`src/rtl/adder_rr_scheduler_if.sv`:
```
// Bundle of the signals between the adder round-robin scheduler and its
// environment: the requester side, the shared pipelined adder and the
// response/status outputs.
//   master : the scheduler (drives grants, adder inputs, responses, status)
//   slave  : the environment (requesters plus the adder itself)
// Clock and reset are not part of the bundle; they stay plain ports.
interface adder_rr_scheduler_if #(
    parameter int NREQ = 4,
    parameter int W    = 32
);
    logic [NREQ-1:0]   req_valid;
    logic [NREQ*W-1:0] req_a;
    logic [NREQ*W-1:0] req_b;
    logic [NREQ-1:0]   req_ready;
    logic [W-1:0]      add_a;
    logic [W-1:0]      add_b;
    logic [7:0]        add_tag;
    logic [W-1:0]      add_sum;
    logic [7:0]        add_tag_out;
    logic              rsp_valid;
    logic [2:0]        rsp_id;
    logic [W-1:0]      rsp_sum;
    logic [15:0]       issue_cnt;
    logic              tag_err;

    modport master (
        input  req_valid, req_a, req_b, add_sum, add_tag_out,
        output req_ready, add_a, add_b, add_tag,
        output rsp_valid, rsp_id, rsp_sum, issue_cnt, tag_err
    );

    modport slave (
        output req_valid, req_a, req_b, add_sum, add_tag_out,
        input  req_ready, add_a, add_b, add_tag,
        input  rsp_valid, rsp_id, rsp_sum, issue_cnt, tag_err
    );
endinterface

```
`src/rtl/adder_rr_scheduler.sv`:
```
// Shares one fixed-latency pipelined adder among NREQ requesters.
// Round-robin grant, at most one issue per cycle, each requester limited to
// MAX_OUT operations in flight. A shadow shift register follows every issued
// op through the adder so the sum can be routed back to its owner; the
// adder's own tag is only cross-checked against it (tag_err).
// Ports:
//   clk  : rising-edge clock
//   rst  : synchronous reset, active high
//   bus  : adder_rr_scheduler_if master modport
//          requester side  req_valid/req_a/req_b in, req_ready out (one-hot)
//          adder side      add_a/add_b/add_tag out, add_sum/add_tag_out in
//          response side   rsp_valid/rsp_id/rsp_sum, issue_cnt, tag_err out
module adder_rr_scheduler #(
    parameter int NREQ     = 4,
    parameter int W        = 32,
    parameter int PIPE_LAT = 4,
    parameter int MAX_OUT  = 2
) (
    input  logic clk,
    input  logic rst,
    adder_rr_scheduler_if.master bus
);
    localparam int PW = (NREQ > 1) ? $clog2(NREQ) : 1;
    localparam int CW = $clog2(MAX_OUT + 1);
    localparam int SD = PIPE_LAT + 1;

    logic [PW-1:0]   ptr;
    logic [CW-1:0]   out_cnt [NREQ];
    logic [NREQ-1:0] eligible;
    logic [NREQ-1:0] grant;
    logic            found;
    logic [2:0]      gid;
    logic [PW-1:0]   idx;
    int              s;
    logic            accept;
    logic [W-1:0]    sel_a;
    logic [W-1:0]    sel_b;

    logic [SD-1:0]   sr_vld;
    logic [2:0]      sr_id [SD];
    logic            tail_vld;
    logic [2:0]      tail_id;

    // Eligibility looks at the registered count only: a retire on the same
    // edge does not free a slot until the following cycle.
    always_comb begin
        eligible = '0;
        for (int i = 0; i < NREQ; i++)
            eligible[i] = bus.req_valid[i] && (out_cnt[i] < CW'(MAX_OUT));
    end

    // First eligible requester at or after the pointer, wrapping.
    always_comb begin
        grant = '0;
        found = 1'b0;
        gid   = '0;
        idx   = '0;
        s     = 0;
        for (int off = 0; off < NREQ; off++) begin
            s = int'(ptr) + off;
            if (s >= NREQ) s = s - NREQ;
            idx = PW'(s);
            if (!found && eligible[idx]) begin
                found      = 1'b1;
                grant[idx] = 1'b1;
                gid        = 3'(s);
            end
        end
    end

    assign bus.req_ready = grant & {NREQ{~rst}};
    assign accept        = found & ~rst;
    assign sel_a         = bus.req_a[int'(gid)*W +: W];
    assign sel_b         = bus.req_b[int'(gid)*W +: W];
    assign tail_vld      = sr_vld[SD-1];
    assign tail_id       = sr_id[SD-1];

    always_ff @(posedge clk) begin
        if (rst) begin
            ptr           <= '0;
            bus.add_a     <= '0;
            bus.add_b     <= '0;
            bus.add_tag   <= '0;
            bus.rsp_valid <= 1'b0;
            bus.rsp_id    <= '0;
            bus.rsp_sum   <= '0;
            bus.issue_cnt <= '0;
            bus.tag_err   <= 1'b0;
            sr_vld        <= '0;
            for (int i = 0; i < SD; i++) sr_id[i] <= '0;
            for (int i = 0; i < NREQ; i++) out_cnt[i] <= '0;
        end else begin
            if (accept) begin
                bus.add_a     <= sel_a;
                bus.add_b     <= sel_b;
                bus.add_tag   <= {1'b1, 4'b0000, gid};
                ptr           <= (int'(gid) == NREQ - 1) ? '0 : PW'(gid + 3'd1);
                bus.issue_cnt <= bus.issue_cnt + 16'd1;
            end else begin
                bus.add_tag   <= 8'h00;
            end

            sr_vld   <= {sr_vld[SD-2:0], accept};
            sr_id[0] <= gid;
            for (int i = 1; i < SD; i++) sr_id[i] <= sr_id[i-1];

            // Routing trusts the shadow register; the adder tag is only checked.
            bus.rsp_valid <= tail_vld;
            if (tail_vld) begin
                bus.rsp_id  <= tail_id;
                bus.rsp_sum <= bus.add_sum;
            end
            if ((tail_vld != bus.add_tag_out[7]) ||
                (tail_vld && (tail_id != bus.add_tag_out[2:0])))
                bus.tag_err <= 1'b1;

            for (int i = 0; i < NREQ; i++) begin
                if ((accept && gid == 3'(i)) && !(tail_vld && tail_id == 3'(i)))
                    out_cnt[i] <= out_cnt[i] + CW'(1);
                else if (!(accept && gid == 3'(i)) && (tail_vld && tail_id == 3'(i)))
                    out_cnt[i] <= out_cnt[i] - CW'(1);
            end
        end
    end
endmodule

```
`src/flat_wrapper.sv`:
```
// flat-port wrapper written by rule: the top's interface ports become plain ports
module adder_rr_scheduler_flat 
#(
    parameter int NREQ     = 4,
    parameter int W        = 32,
    parameter int PIPE_LAT = 4,
    parameter int MAX_OUT  = 2
)
  (clk, rst, bus_req_valid, bus_req_a, bus_req_b, bus_add_sum, bus_add_tag_out, bus_req_ready, bus_add_a, bus_add_b, bus_add_tag, bus_rsp_valid, bus_rsp_id, bus_rsp_sum, bus_issue_cnt, bus_tag_err);
  adder_rr_scheduler_if #(.NREQ(NREQ), .W(W)) bus_i ();
  input  logic clk;
  input  logic rst;
  input wire logic [$bits(bus_i.req_valid)-1:0] bus_req_valid;
  input wire logic [$bits(bus_i.req_a)-1:0] bus_req_a;
  input wire logic [$bits(bus_i.req_b)-1:0] bus_req_b;
  input wire logic [$bits(bus_i.add_sum)-1:0] bus_add_sum;
  input wire logic [$bits(bus_i.add_tag_out)-1:0] bus_add_tag_out;
  output wire logic [$bits(bus_i.req_ready)-1:0] bus_req_ready;
  output wire logic [$bits(bus_i.add_a)-1:0] bus_add_a;
  output wire logic [$bits(bus_i.add_b)-1:0] bus_add_b;
  output wire logic [$bits(bus_i.add_tag)-1:0] bus_add_tag;
  output wire logic [$bits(bus_i.rsp_valid)-1:0] bus_rsp_valid;
  output wire logic [$bits(bus_i.rsp_id)-1:0] bus_rsp_id;
  output wire logic [$bits(bus_i.rsp_sum)-1:0] bus_rsp_sum;
  output wire logic [$bits(bus_i.issue_cnt)-1:0] bus_issue_cnt;
  output wire logic [$bits(bus_i.tag_err)-1:0] bus_tag_err;
  assign bus_i.req_valid = bus_req_valid;
  assign bus_i.req_a = bus_req_a;
  assign bus_i.req_b = bus_req_b;
  assign bus_i.add_sum = bus_add_sum;
  assign bus_i.add_tag_out = bus_add_tag_out;
  assign bus_req_ready = bus_i.req_ready;
  assign bus_add_a = bus_i.add_a;
  assign bus_add_b = bus_i.add_b;
  assign bus_add_tag = bus_i.add_tag;
  assign bus_rsp_valid = bus_i.rsp_valid;
  assign bus_rsp_id = bus_i.rsp_id;
  assign bus_rsp_sum = bus_i.rsp_sum;
  assign bus_issue_cnt = bus_i.issue_cnt;
  assign bus_tag_err = bus_i.tag_err;
  adder_rr_scheduler #(.NREQ(NREQ), .W(W), .PIPE_LAT(PIPE_LAT), .MAX_OUT(MAX_OUT)) u_core (.clk(clk), .rst(rst), .bus(bus_i));
endmodule
```
`config.mk`:
```
export PLATFORM = sky130hd
export DESIGN_NAME = adder_rr_scheduler_flat
export DESIGN_NICKNAME = d
export VERILOG_FILES = /design/src/rtl/adder_rr_scheduler_if.sv /design/src/rtl/adder_rr_scheduler.sv /design/src/flat_wrapper.sv
export SDC_FILE = /design/constraint.sdc
export NUM_CORES = 1
export LEC_CHECK = 0
export CORE_AREA = 2 2 168 170
export DETAILED_ROUTE_END_ITERATION = 6
export DIE_AREA = 0 0 170 172
export PLACE_DENSITY = 0.59
export SETUP_SLACK_MARGIN = 0.05
export SKIP_CTS_REPAIR_TIMING = 1
export SYNTH_ARGS = -nofsm -noshare
export SYNTH_HDL_FRONTEND = slang
export SYNTH_SLANG_ARGS = --single-unit
```
`constraint.sdc`:
```
create_clock -name clk -period 7 [get_ports clk]
set_input_delay 1.75 -clock clk [delete_from_list [all_inputs] [get_ports clk]]
set_output_delay 1.75 -clock clk [all_outputs]
set_load 0.01 [all_outputs]
```
==> results of run 1 <==
-- flip-flops by register name, indices dropped and copies added, names as in the netlist --
name	flops
u_core.sr_vld	5
u_core.bus.issue_cnt	16
u_core.bus.tag_err	1
u_core.bus.rsp_valid	1
u_core.sr_id	15
u_core.bus.rsp_id	3
u_core.bus.rsp_sum	32
u_core.bus.add_tag	3
u_core.ptr	2
u_core.bus.add_a	32
u_core.out_cnt	8
u_core.bus.add_b	32
-- stage by stage --
step | std cells | util, % | instance area, µm² | power, mW | setup slack (ns)
after floorplan | 746 | - | 7350 | 2.49 | 2.09
after global placement | 1465 | 42.8 | 11800 | 3.17 | 0.929
after detailed placement | 1465 | 42.8 | 11800 | 3.18 | 0.892
after CTS | 1497 | 45.0 | 12400 | 4.13 | 0.888
after global routing | 1497 | 45.0 | 12400 | 4.31 | 0.668
final | 1497 | 45.0 | 12400 | 4.07 | 0.879
-- path summary, 6_finish.rpt --
path / from / end / cells after the start
setup reg to reg: u_core.ptr[0] / u_core.out_cnt[0][0] / 8
hold reg to reg: u_core.sr_id[0][11] / u_core.sr_id[0][14] / 1
setup / recovery: bus_req_valid[0] / bus_req_ready[2] / 8
hold / removal: u_core.sr_id[0][11] / u_core.sr_id[0][14] / 1
-- layout by cell type, fill, tap and decap left out, types with 5 or more instances in the layout --
cell	netlist	routed
nor2b_1	25	25
ha_1	10	10
clkdlybuf4s50_1	0	421
nor3_1	6	6
o21ai_0	8	8
nor2_1	57	56
edfxtp_1	8	8
mux2i_1	163	163
or3_1	6	6
xor2_1	13	13
clkbuf_16	0	17
nand2b_1	5	5
xnor2_1	8	8
buf_4	6	9
inv_8	0	5
a21oi_1	13	13
dfxtp_1	142	141
o221ai_1	64	64
nand2_1	94	93
nand3_1	13	13
-- area by class of cell --
cell class              instances  area [µm²]  share of cell area, %
repair buffers                432        4310                   34.9
well taps                     346         433                   3.50
clock inverters                14         158                   1.28
flip-flops and latches        150        3080                   25.0
multi-input cells             532        3930                   31.8
inverters                       5        18.8                  0.152
clock buffers                  18         429                   3.47
-- cells by family after synthesis --
logic type | synth area share (%)
fa+ha+maj | 1.70
mux | 23.1
xor+xnor | 2.50
buf+inv | 4.89
compound gates | 11.3
simple gates | 14.4
other cells | 0.0511
flops | 42.0
-- power breakdown --
group	internal [mW]	total, mW	switching (mW)
Sequential	1.05	1.17	0.116
Clock	0.481	0.925	0.444
Combinational	1.02	1.98	0.964
Total	2.55	4.07	1.52
-- metal layers --
layer | track usage, % | wire length, µm | part of all wire [%] | up-vias
met3 | 7.07 | 2540 | 9.2 | 33
met1 | 20.9 | 11000 | 40 | 3256
met2 | 32.1 | 13600 | 49 | 277
li1 | - | - | - | 3490
met4 | 5.35 | 536 | 1.9 | 2
met5 | 0 | 13 | 0.047 | -
-- worst register-to-register path, stage by stage (launching register included) --
cell and delay (ns):
dfxtp_1 0.68, inv_1 0.30, ha_1 0.54, mux4_2 0.43, nand3_1 0.13, a2bb2oi_2 0.38, nand2_2 0.60, or3_1 0.62
nand3_1 0.14
==> flow_summary.ini, run 1 <==
[layout]
diodes = 0
area_growth_pct = 68.2
layout-drive-gt1-share_pct = 4.87
nNetsFinal = 1450
fillers = 2727

[clock_tree]
path_clk_slew_ns = 0.07
cts_made_buffers = 17
clkSinkCount = 150
cts_buffer_depth = 2
clkLatencyLatePin_ns = 0.43
cts_tree = yes
cts_max_level = 4
root_buffer = clkbuf_16

[sta]
fin_crit_sh_pct = 87.4
relSlewSlack_pct = 38.2
slew_violations = 0
rsz0062_at_grt = false
worst_pin_slew_ns = 0.927
max_freq_ghz = 0.163
fin_crit_ns = 6.12
fin_worst_skew_ns = 0.0128
setup_viol = 0
timing.setup.tns_ns = 0
whs_ns = 0.433
hold_viol_final = 0

[global_route]
antenna_found_initial = 1
grt_usage_pct = 18.4
grt-ovfl-total = 0
grt_max_degree = 78
grt_pass1_vias = 6972
grt_pass1_wl_um = 40100

[worst_setup_path]
arrival_ns = 4.37
cp-start-kind = input port
critPathSlowestCell = clkdlybuf4s50_1
crit_fanout = 7
rrSetupSlack_ns = 2.89
criticalPathCategory = input port to primary output
cpPeakStageDelay_ns = 0.55
critPathCaptureType = primary output
crit_buf_inv = 2
cpLargestDelayFamily = buffers and inverters
cp_cell_sequence = clkdlybuf4s50_1 -> nor2b_1 -> nand2_1 -> mux4_2 -> nor2b_1 -> a222oi_1 -> a21oi_1 -> clkdlybuf4s50_1
cp.required_ns = 5.25

[synthesis]
async_flop_share_pct = 0
yosys.area.top_type_share_pct = 38.7
syn-cell-area_mm2 = 0.00734
ys_top_cells_by_count = mux2i_1 (163), dfxtp_1 (142), nand2_1 (94)
synth_warnings = 0
ys_seq_area_share_pct = 42.0
synth_top_cell_by_area = dfxtp_1
synth_edf_count = 8
synth_ff_type = dfxtp_1
ys_seq_elements = 150
synth_most_common_cell = mux2i_1
ys_top_cells_by_area = dfxtp_1 (39%), mux2i_1 (22%), o221ai_1 (7.6%), nand2_1 (4.8%), edfxtp_1 (3.3%)
ys_types = 51
synthCells = 743
avgSynthCellArea_um2 = 9.88

[routing]
ant_nets = 0
wl_per_cell_um = 18.5
firstDrtPassIters = 4
drc = 0
via_per_inst = 4.71
initialDrtViolationCount = 328
num_vias = 7058
routed_wl_um = 27700

[placed_design]
gp_congestion = 0.849
dp_hpwl_um = 21200
io_buffers = 422

[power]
pwr_density_cell_mw_per_mm2 = 330
ir_worst_vdd_mv = 0.327
p_leak_nw = 4.84

[floorplanning]
die_h_um = 172
coreArea_mm2 = 0.0275
die_width_um = 170
start_util_pct = 26.7
num_rows = 61
io_pins = 431
fp.dieArea_mm2 = 0.0292

[min_path]
hp-class = register to register

[flow_run]
drv_cap = 0

[outcome]
status = finished clean
No activity file was read; power rests on OpenSTA's default activity.
==> run 2: changes to the inputs <==
==> constraint.sdc (replaced) <==
create_clock -name clk -period 7 [get_ports clk]
set_input_delay 1.75 -clock clk [delete_from_list [all_inputs] [get_ports clk]]
set_output_delay 1.75 -clock clk [all_outputs]
set_load 0.005 [all_outputs]
==> run 2 against run 1 <==
Against the previous run:
- global-route usage barely moved
- non-clock buffer count is 1 lower
- clock-buffer cell count fell by 1
- via count shrank 0.64%
- sequential share of layout area is essentially flat
- sequential power barely moved
- flip-flop and latch count stayed put
- worst hold slack worse by 0.00068 ns
- critical path type unchanged
- largest power group unchanged
==> flow_summary.ini, run 2 (synthesis gave the netlist of run 1 again) <==
[floorplanning]
fp.dieArea_mm2 = 0.0292
die_h_um = 172
num_rows = 61
coreArea_mm2 = 0.0275
start_util_pct = 26.7
die_width_um = 170
io_pins = 431

[min_path]
min_from = u_core.sr_id[0][5]
hp-class = register to register
holdPathStages = 1

[sta]
fin_crit_sh_pct = 87.5
relSlewSlack_pct = 36.4
timing.setup.tns_ns = 0
fin_crit_ns = 6.13
fin_worst_skew_ns = 0.0134
max_freq_ghz = 0.163
hold_viol_final = 0
rsz0062_at_grt = false
setup_viol = 0
worst_pin_slew_ns = 0.954
slew_violations = 0

[placed_design]
placedCellCount = 1464
io_buffers = 422
dp_hpwl_um = 21100
gp_congestion = 0.850

[routing]
routed_wl_um = 27600
drc = 0
wl_per_cell_um = 18.5
initialDrtViolationCount = 304
ant_nets = 0
via_per_inst = 4.69
firstDrtPassIters = 4
num_vias = 7013

[flow_run]
drv_cap = 0

[layout]
diodes = 0
final_cells = 1496
area_growth_pct = 68.4
largest_registers = u_core.bus.add_a: 32 flops, u_core.bus.add_b: 32 flops, u_core.bus.rsp_sum: 32 flops
final_core_util_pct = 45.0
nNetsFinal = 1449
final_common_cell = clkdlybuf4s50_1
layout-drive-gt1-share_pct = 4.87
layout_common_cells = clkdlybuf4s50_1 (421), mux2i_1 (163), dfxtp_1 (141)

[global_route]
grt-ovfl-total = 0
grt_pass1_vias = 6952
antenna_found_initial = 0
grt_max_degree = 85
grt_usage_pct = 18.3
grt_pass1_wl_um = 40600

[clock_tree]
root_buffer = clkbuf_16
clkLatencyLatePin_ns = 0.42
cts_tree = yes
path_clk_slew_ns = 0.07
cts_buffer_depth = 2
cts_made_buffers = 17
clkSinkCount = 150
cts_max_level = 4

[worst_setup_path]
cp_cell_sequence = clkdlybuf4s50_1 -> nor2b_1 -> nand2_1 -> mux4_2 -> nor2b_1 -> a222oi_1 -> a21oi_1 -> clkdlybuf4s50_1
cp-startpoint = bus_req_valid[0]
arrival_ns = 4.38
cp.required_ns = 5.25
cpPeakStageDelay_ns = 0.52
reg2regPathDepth = 8
crit_fanout = 7
criticalPathCategory = input port to primary output
critPathCaptureType = primary output
reg2reg_from = u_core.ptr[0]
cp-start-kind = input port
critPathSlowestCell = mux4_2

[power]
p_leak_nw = 4.85
pwr_density_cell_mw_per_mm2 = 328
ir_worst_vdd_mv = 0.322

[outcome]
status = finished clean
==> run 2: cell type report <==
class	count	area (µm²)
multi-input combinational	532	3930
timing repair buffer	431	4300
inverter	5	18.8
clock buffer	17	425
clock inverter	15	184
sequential	150	3080
tap	346	433
fill	2697	15100
==> run 2: stage by stage <==
step	setup slack [ns]	hold WS, ns	area (µm²)	power (mW)
6_report	0.875	0.432	12400	4.06
2_1_floorplan	2.16	0.414	7350	2.43
3_3_place_gp	0.970	0.417	11800	3.10
4_1_cts	0.869	0.437	12400	4.11
5_1_grt	0.704	0.446	12400	4.29
3_5_place_dp	0.883	0.425	11800	3.12
==> run 2: where the power goes <==
part           total (mW)  internal [mW]  leakage, nW  switching (mW)
combinational        1.92           1.02         3.30           0.905
clock               0.967          0.544        0.303           0.423
sequential           1.17           1.05         1.25           0.118
==> run 2: final timing paths <==
check	end	slack (ns)
min	u_core.sr_id[0][8]	0.43
min reg2reg	u_core.sr_id[0][8]	0.43
max reg2reg	u_core.out_cnt[2][1]	3.06
max	bus_req_ready[2]	0.87
==> run 2: worst max-delay path, delay by kind of cell <==
family | cells | cell delay [ns]
AND/OR/NAND/NOR | 3 | 0.80
multiplexers | 1 | 0.52
buffers and inverters | 2 | 0.99
AO/OA/AOI/OAI | 2 | 0.32
==> run 2: metal layers <==
metal	track usage (%)	up-vias	routed length, µm
li1	-	3495	-
met1	21.1	3237	11200
met2	32.3	261	13700
met3	6.73	20	2430
met4	4.53	0	354
met5	0	-	0
